--- config.mk ---
export PLATFORM = sky130hd
export DESIGN_NAME = sensor_pwr_seq
export DESIGN_NICKNAME = d
export VERILOG_FILES = /design/src/rtl/sensor_pkg.sv /design/src/rtl/seq_delay_cnt.sv /design/src/rtl/sensor_pwr_seq.sv
export SDC_FILE = /design/constraint.sdc
export NUM_CORES = 1
export LEC_CHECK = 0
export ABC_CLOCK_PERIOD_IN_PS = 2500
export BUFFER_PORTS_ARGS = -buffer_cell sky130_fd_sc_hd__clkbuf_2
export CAP_MARGIN = 30
export CORE_MARGIN = 2
export CORE_UTILIZATION = 53
export CTS_CLUSTER_SIZE = 12
export DETAILED_ROUTE_END_ITERATION = 10
export GPL_TIMING_DRIVEN = 1
export PLACE_DENSITY = 0.69
export SETUP_SLACK_MARGIN = 0.05
export SLEW_MARGIN = 30
export SYNTH_ARGS = -nofsm -noshare
export SYNTH_HDL_FRONTEND = slang
export SYNTH_SLANG_ARGS = --single-unit
--- constraint.sdc ---
create_clock -name clk -period 2.5 [get_ports clk]
set_input_delay 0.125 -clock clk [delete_from_list [all_inputs] [get_ports clk]]
set_output_delay 0.125 -clock clk [all_outputs]
set_load 0.03 [all_outputs]
--- src/rtl/sensor_pkg.sv ---
// Shared definitions for the CMOS sensor power sequencer: state codes,
// GVISION200 default timing and the per-state output decode.
package sensor_pkg;

    localparam logic [2:0] ST_OFF   = 3'd0;
    localparam logic [2:0] ST_PWR   = 3'd1;
    localparam logic [2:0] ST_CLK   = 3'd2;
    localparam logic [2:0] ST_RST   = 3'd3;
    localparam logic [2:0] ST_READY = 3'd4;
    localparam logic [2:0] ST_STOP  = 3'd5;

    localparam int unsigned DEF_T_PWR     = 32'd1000;
    localparam int unsigned DEF_T_CLK2RST = 32'd100;
    localparam int unsigned DEF_T_RST2RDY = 32'd2000;
    localparam int unsigned DEF_T_STOP    = 32'd16;
    localparam int unsigned DEF_CNT_W     = 32'd16;

    // The master clock runs whenever the sensor may be out of reset or is being put back into it
    function automatic logic st_clk_ce(input logic [2:0] st);
        case (st)
            ST_CLK, ST_RST, ST_READY, ST_STOP: return 1'b1;
            default:                           return 1'b0;
        endcase
    endfunction

    function automatic logic st_rst_n(input logic [2:0] st);
        case (st)
            ST_RST, ST_READY: return 1'b1;
            default:          return 1'b0;
        endcase
    endfunction

    function automatic logic st_ready(input logic [2:0] st);
        case (st)
            ST_READY: return 1'b1;
            default:  return 1'b0;
        endcase
    endfunction

    function automatic logic st_busy(input logic [2:0] st);
        case (st)
            ST_OFF, ST_READY: return 1'b0;
            default:          return 1'b1;
        endcase
    endfunction

endpackage

--- src/rtl/seq_delay_cnt.sv ---
// Loadable down-counter that parks at zero; shared with the readout timing blocks.
module seq_delay_cnt #(
    parameter int unsigned CNT_W = 32'd16
) (
    input  logic             clk,
    input  logic             rst,
    input  logic             load,
    input  logic [CNT_W-1:0] load_val,
    output logic             zero
);

    logic [CNT_W-1:0] cnt_r;

    // Load wins over counting; the count holds once it reaches zero
    always_ff @(posedge clk or posedge rst) begin
        if (rst) begin
            cnt_r <= {CNT_W{1'b0}};
        end else if (load) begin
            cnt_r <= load_val;
        end else if (cnt_r != {CNT_W{1'b0}}) begin
            cnt_r <= cnt_r - {{(CNT_W-1){1'b0}}, 1'b1};
        end else begin
            cnt_r <= cnt_r;
        end
    end

    assign zero = (cnt_r == {CNT_W{1'b0}});

endmodule

--- src/rtl/sensor_pwr_seq.sv ---
// Sensor power-up/power-down sequencer: drives the master-clock enable, the
// sensor reset pin and the ready flag that releases configuration logic.
module sensor_pwr_seq
    import sensor_pkg::*;
#(
    parameter int unsigned T_PWR     = DEF_T_PWR,
    parameter int unsigned T_CLK2RST = DEF_T_CLK2RST,
    parameter int unsigned T_RST2RDY = DEF_T_RST2RDY,
    parameter int unsigned T_STOP    = DEF_T_STOP,
    parameter int unsigned CNT_W     = DEF_CNT_W
) (
    input  logic       clk,
    input  logic       rst,
    input  logic       en,
    output logic       clk_ce,
    output logic       sensor_rst_n,
    output logic       sensor_ready,
    output logic       busy,
    output logic [2:0] seq_state
);

    // A timed state lasting T cycles starts its count at T-1 and leaves when it reads zero
    localparam logic [CNT_W-1:0] LD_PWR  = CNT_W'(T_PWR - 32'd1);
    localparam logic [CNT_W-1:0] LD_CLK  = CNT_W'(T_CLK2RST - 32'd1);
    localparam logic [CNT_W-1:0] LD_RST  = CNT_W'(T_RST2RDY - 32'd1);
    localparam logic [CNT_W-1:0] LD_STOP = CNT_W'(T_STOP - 32'd1);

    logic [2:0]       state_r;
    logic [2:0]       next_state_s;
    logic             load_s;
    logic [CNT_W-1:0] load_val_s;
    logic             zero_s;

    seq_delay_cnt #(
        .CNT_W (CNT_W)
    ) u_delay (
        .clk      (clk),
        .rst      (rst),
        .load     (load_s),
        .load_val (load_val_s),
        .zero     (zero_s)
    );

    // Next-state selection; en low aborts before reset release, otherwise reset goes first
    always_comb begin
        next_state_s = state_r;
        load_s       = 1'b0;
        load_val_s   = {CNT_W{1'b0}};
        case (state_r)
            ST_OFF: begin
                if (en) begin
                    next_state_s = ST_PWR;
                    load_s       = 1'b1;
                    load_val_s   = LD_PWR;
                end else begin
                    next_state_s = ST_OFF;
                end
            end
            ST_PWR: begin
                if (!en) begin
                    next_state_s = ST_OFF;
                end else if (zero_s) begin
                    next_state_s = ST_CLK;
                    load_s       = 1'b1;
                    load_val_s   = LD_CLK;
                end else begin
                    next_state_s = ST_PWR;
                end
            end
            ST_CLK: begin
                if (!en) begin
                    next_state_s = ST_OFF;
                end else if (zero_s) begin
                    next_state_s = ST_RST;
                    load_s       = 1'b1;
                    load_val_s   = LD_RST;
                end else begin
                    next_state_s = ST_CLK;
                end
            end
            ST_RST: begin
                if (!en) begin
                    next_state_s = ST_STOP;
                    load_s       = 1'b1;
                    load_val_s   = LD_STOP;
                end else if (zero_s) begin
                    next_state_s = ST_READY;
                end else begin
                    next_state_s = ST_RST;
                end
            end
            ST_READY: begin
                if (!en) begin
                    next_state_s = ST_STOP;
                    load_s       = 1'b1;
                    load_val_s   = LD_STOP;
                end else begin
                    next_state_s = ST_READY;
                end
            end
            ST_STOP: begin
                // Shutdown always completes; a new request is served from OFF
                if (zero_s) begin
                    next_state_s = ST_OFF;
                end else begin
                    next_state_s = ST_STOP;
                end
            end
            default: begin
                next_state_s = ST_OFF;
            end
        endcase
    end

    // Outputs are decoded from the next state so every pin moves on the state edge
    always_ff @(posedge clk or posedge rst) begin
        if (rst) begin
            state_r      <= ST_OFF;
            clk_ce       <= 1'b0;
            sensor_rst_n <= 1'b0;
            sensor_ready <= 1'b0;
            busy         <= 1'b0;
        end else begin
            state_r      <= next_state_s;
            clk_ce       <= st_clk_ce(next_state_s);
            sensor_rst_n <= st_rst_n(next_state_s);
            sensor_ready <= st_ready(next_state_s);
            busy         <= st_busy(next_state_s);
        end
    end

    assign seq_state = state_r;

endmodule

==> run summary <==
Synthesized area -> 0.001503 mm²
Sequential area share after synthesis -> 38.30%
Detailed Route Iter0 Violations -> 38
Setup Fix Bufs, Post-CTS -> 0
Final TNS setup -> 0 ps
Cells along the critical path -> inv_1 > ha_1 > nor2b_1 > and4_1 > nand2_4 > a211o_2 > o311ai_0
I/O pin count -> 10
Initial antenna violation count -> 0
Core area -> 0.002734 mm²
Clock Latency Late Sink -> 330 ps
Delay of the slowest critical-path stage -> 450 ps
Clk root buf -> clkbuf_4
N_diodes -> 0
Ys Warns -> 0
Vias -> 1232
H-tree levels -> 1
Worst relative slew slack -> 45.94%
#FFs+latches synth -> 23
Final WS setup -> 341.0 ps
Critical path class -> flop to flop
Die W -> 57.25 µm
Setup Viol. Count Final -> 0
Fmax achieved -> 463.2 MHz
Area grow syn2layout -> 4.580%
# clock sinks -> 23
Critical path data required time -> 2710 ps
Initial core utilization -> 54.97%
DRC Markers -> 0
Pre-CTS setup slack -> 380.2 ps
CTS tree -> done
RSZ-0062 raised after global routing -> no
Pwr per Cell Area -> 804.2 mW/mm²
Leakage -> 0.6647 nW
Final Hold Fails -> 0
DP Wirelength -> 2393 µm
Die area -> 0.003277 mm²
Largest net degree at the start of global routing -> 24
Clock slew at reported path FFs -> 130 ps
Status -> completed
Syn Area/Cell -> 9.163 µm²
Final antenna-violating net count -> 0
Placer Congestion -> 0.8607
Critical Path Source -> u_delay.cnt_r[0]
Hold Crit Class -> input pin to flop
Drt pass-1 iters -> 4
CP arrival -> 2370 ps
Critical path capture point type -> flop
Final #Nets -> 176
Worst-margin pin slew -> 805.9 ps
Overall power -> 1.264 mW
Critical Path Source Type -> flop
Wire per inst -> 16.40 µm
Inserted Clock Buffers -> 3
Post-synthesis cell count -> 164
Final period utilization -> 86.36%
Max-Cap Viols -> 0
Hold Crit Start -> en
Vias per cell -> 6.129
GR Util All Layers -> 22.37%
Worst-path fanout max -> 12
# rows -> 19
Hold WS -> 237.9 ps
Clock skew -> 11.04 ps
Post-CTS Resized -> 0
Synth cell types -> 50
CP Buf/Inv Count -> 1
Die height -> 57.25 µm
CP top delay family -> simple AND/OR/NAND/NOR gates
Vias in the first global route -> 1181
CTS Buffer Depth -> 2
Worst R2R Start -> u_delay.cnt_r[0]
Peak supply drop -> 0.6144 mV
Area after DPL -> 0.001534 mm²
Total grt overflow -> 0
Total wire length -> 3296 µm
Worst path slowest cell -> dfrtp_1
Buffers on Ports -> 9
Count of pins over their slew limit -> 0
Layout cells sized above 1 -> 16.47%
Fin crit period -> 2159 ps
Synth Net Count -> 169
Fill cell count -> 250
First-pass GRT wire length -> 5630 µm
Final Instance Area -> 0.001572 mm²
stage by stage:
stage                     std cells  util (%)
after floorplan                 164         -
after global placement          196     56.11
after detailed placement        196     56.11
after CTS                       201     57.48
after global routing            201     57.48
final                           201     57.48
report_power, final:
group          total, mW  switching (mW)  internal [mW]  leakage (nW)
clock network      0.180           0.120         0.0601        0.0177
registers          0.610           0.143          0.467         0.286
logic              0.474           0.273          0.201         0.361
per-layer routing:
layer,track usage [%],up-vias,wire length [µm],part of all wire (%)
li1,-,600,-,-
met1,31.73,596,1515,46
met2,35.30,31,1570,48
met3,2.948,5,162,4.9
met4,7.973,0,48,1.5
met5,0,-,0,0
cell type report:
| class | count | area, µm² | share of cell area (%) |
|---|---|---|---|
| Multi-Input combinational cell | 127 | 852.1 | 54.22 |
| Clock inverter | 1 | 5.005 | 0.3185 |
| Clock buffer | 3 | 22.52 | 1.433 |
| Inverter | 6 | 22.52 | 1.433 |
| Timing Repair Buffer | 10 | 55.05 | 3.503 |
| Sequential cell | 23 | 575.6 | 36.62 |
| Tap cell | 31 | 38.79 | 2.468 |
worst register-to-register path: cells and delay by family (launching register included):
family	cells	cell delay (ps)
AO/OA/AOI/OAI	2	520
buffers and inverters	1	100
flip-flops	1	450
adder cells (fa/ha/maj)	1	130
AND/OR/NAND/NOR	3	830
flip-flops by register name, indices dropped and copies added, names as in the netlist:
name,cells
clk_ce,1
seq_state,3
sensor_rst_n,1
busy,1
sensor_ready,1
u_delay.cnt_r,16
cell usage in the layout, fill, tap and decap left out, types with 3 or more instances in the layout:
cell	netlist	final
xor2_1	7	7
a21oi_1	5	5
a31oi_1	3	3
clkbuf_2	0	9
dfrtp_1	23	23
inv_1	6	5
nand4_1	3	3
nand3_1	4	4
clkbuf_4	0	3
nand2b_1	6	6
nor3_1	5	5
o21ai_0	12	12
nand2_1	13	13
xnor2_1	5	5
nor2b_1	3	3
o211ai_1	3	3
nor2_1	20	20
cell families after synthesis:
| group | synth area share, % |
|---|---|
| compound gates | 21.48 |
| xor+xnor | 6.994 |
| fa+ha+maj | 1.665 |
| buf+inv | 4.996 |
| flops | 38.30 |
| simple gates | 26.56 |
path summary, 6_finish.rpt:
check                      depth (start not counted)                end  slack [ps]
setup / recovery                                   7   u_delay.cnt_r[2]         340
hold / removal                                     2       sensor_ready         240
setup reg to reg                                   7   u_delay.cnt_r[2]         340
hold reg to reg                                    2  u_delay.cnt_r[15]         560
max in group asynchronous                          3   u_delay.cnt_r[3]        1750
min in group asynchronous                          3             clk_ce         360
timing repair:
| item | in CTS | in global routing |
|---|---|---|
| hold buffers | 1 | 0 |
| setup endpoints to repair | 0 | 0 |
| hold endpoints to repair | 23 | 0 |
cell usage after synthesis (all sizes together):
cell      n  area share (%)
a21o      3             1.6
o21a      1            0.50
nor3      7             3.4
nor2     20             5.0
a211oi    2             1.0
a2bb2oi   1            0.58
buf       3             2.2
ha        2             1.7
o211ai    3             1.5
nand2b    6             2.5
xor2      7             4.1
inv       6             1.5
o311ai    2             2.3
nand4bb   1            0.75
nand4     4             2.1
or4b      1            0.92
a221oi    1            0.58
a21oi     6             2.2
and2b     2             1.1
nand4b    1            0.58
o22ai     2            0.83
nand3     4             1.3
nand2    14             4.0
xnor2     5             2.9
a21bo     1            0.67
dfrtp    23              38
nor2b     3             1.2
a31o      1            0.58
a311oi    2             1.6
a211o     1            0.67
clkbuf    5             1.2
o221ai    1            0.58
a31oi     3             1.2
o211a     1            0.67
nor4      2             1.2
and4      1            0.58
nor4b     1             1.0
o21ai    13             4.3
and2      2            0.83
No activity file was read; power rests on OpenSTA's default activity.
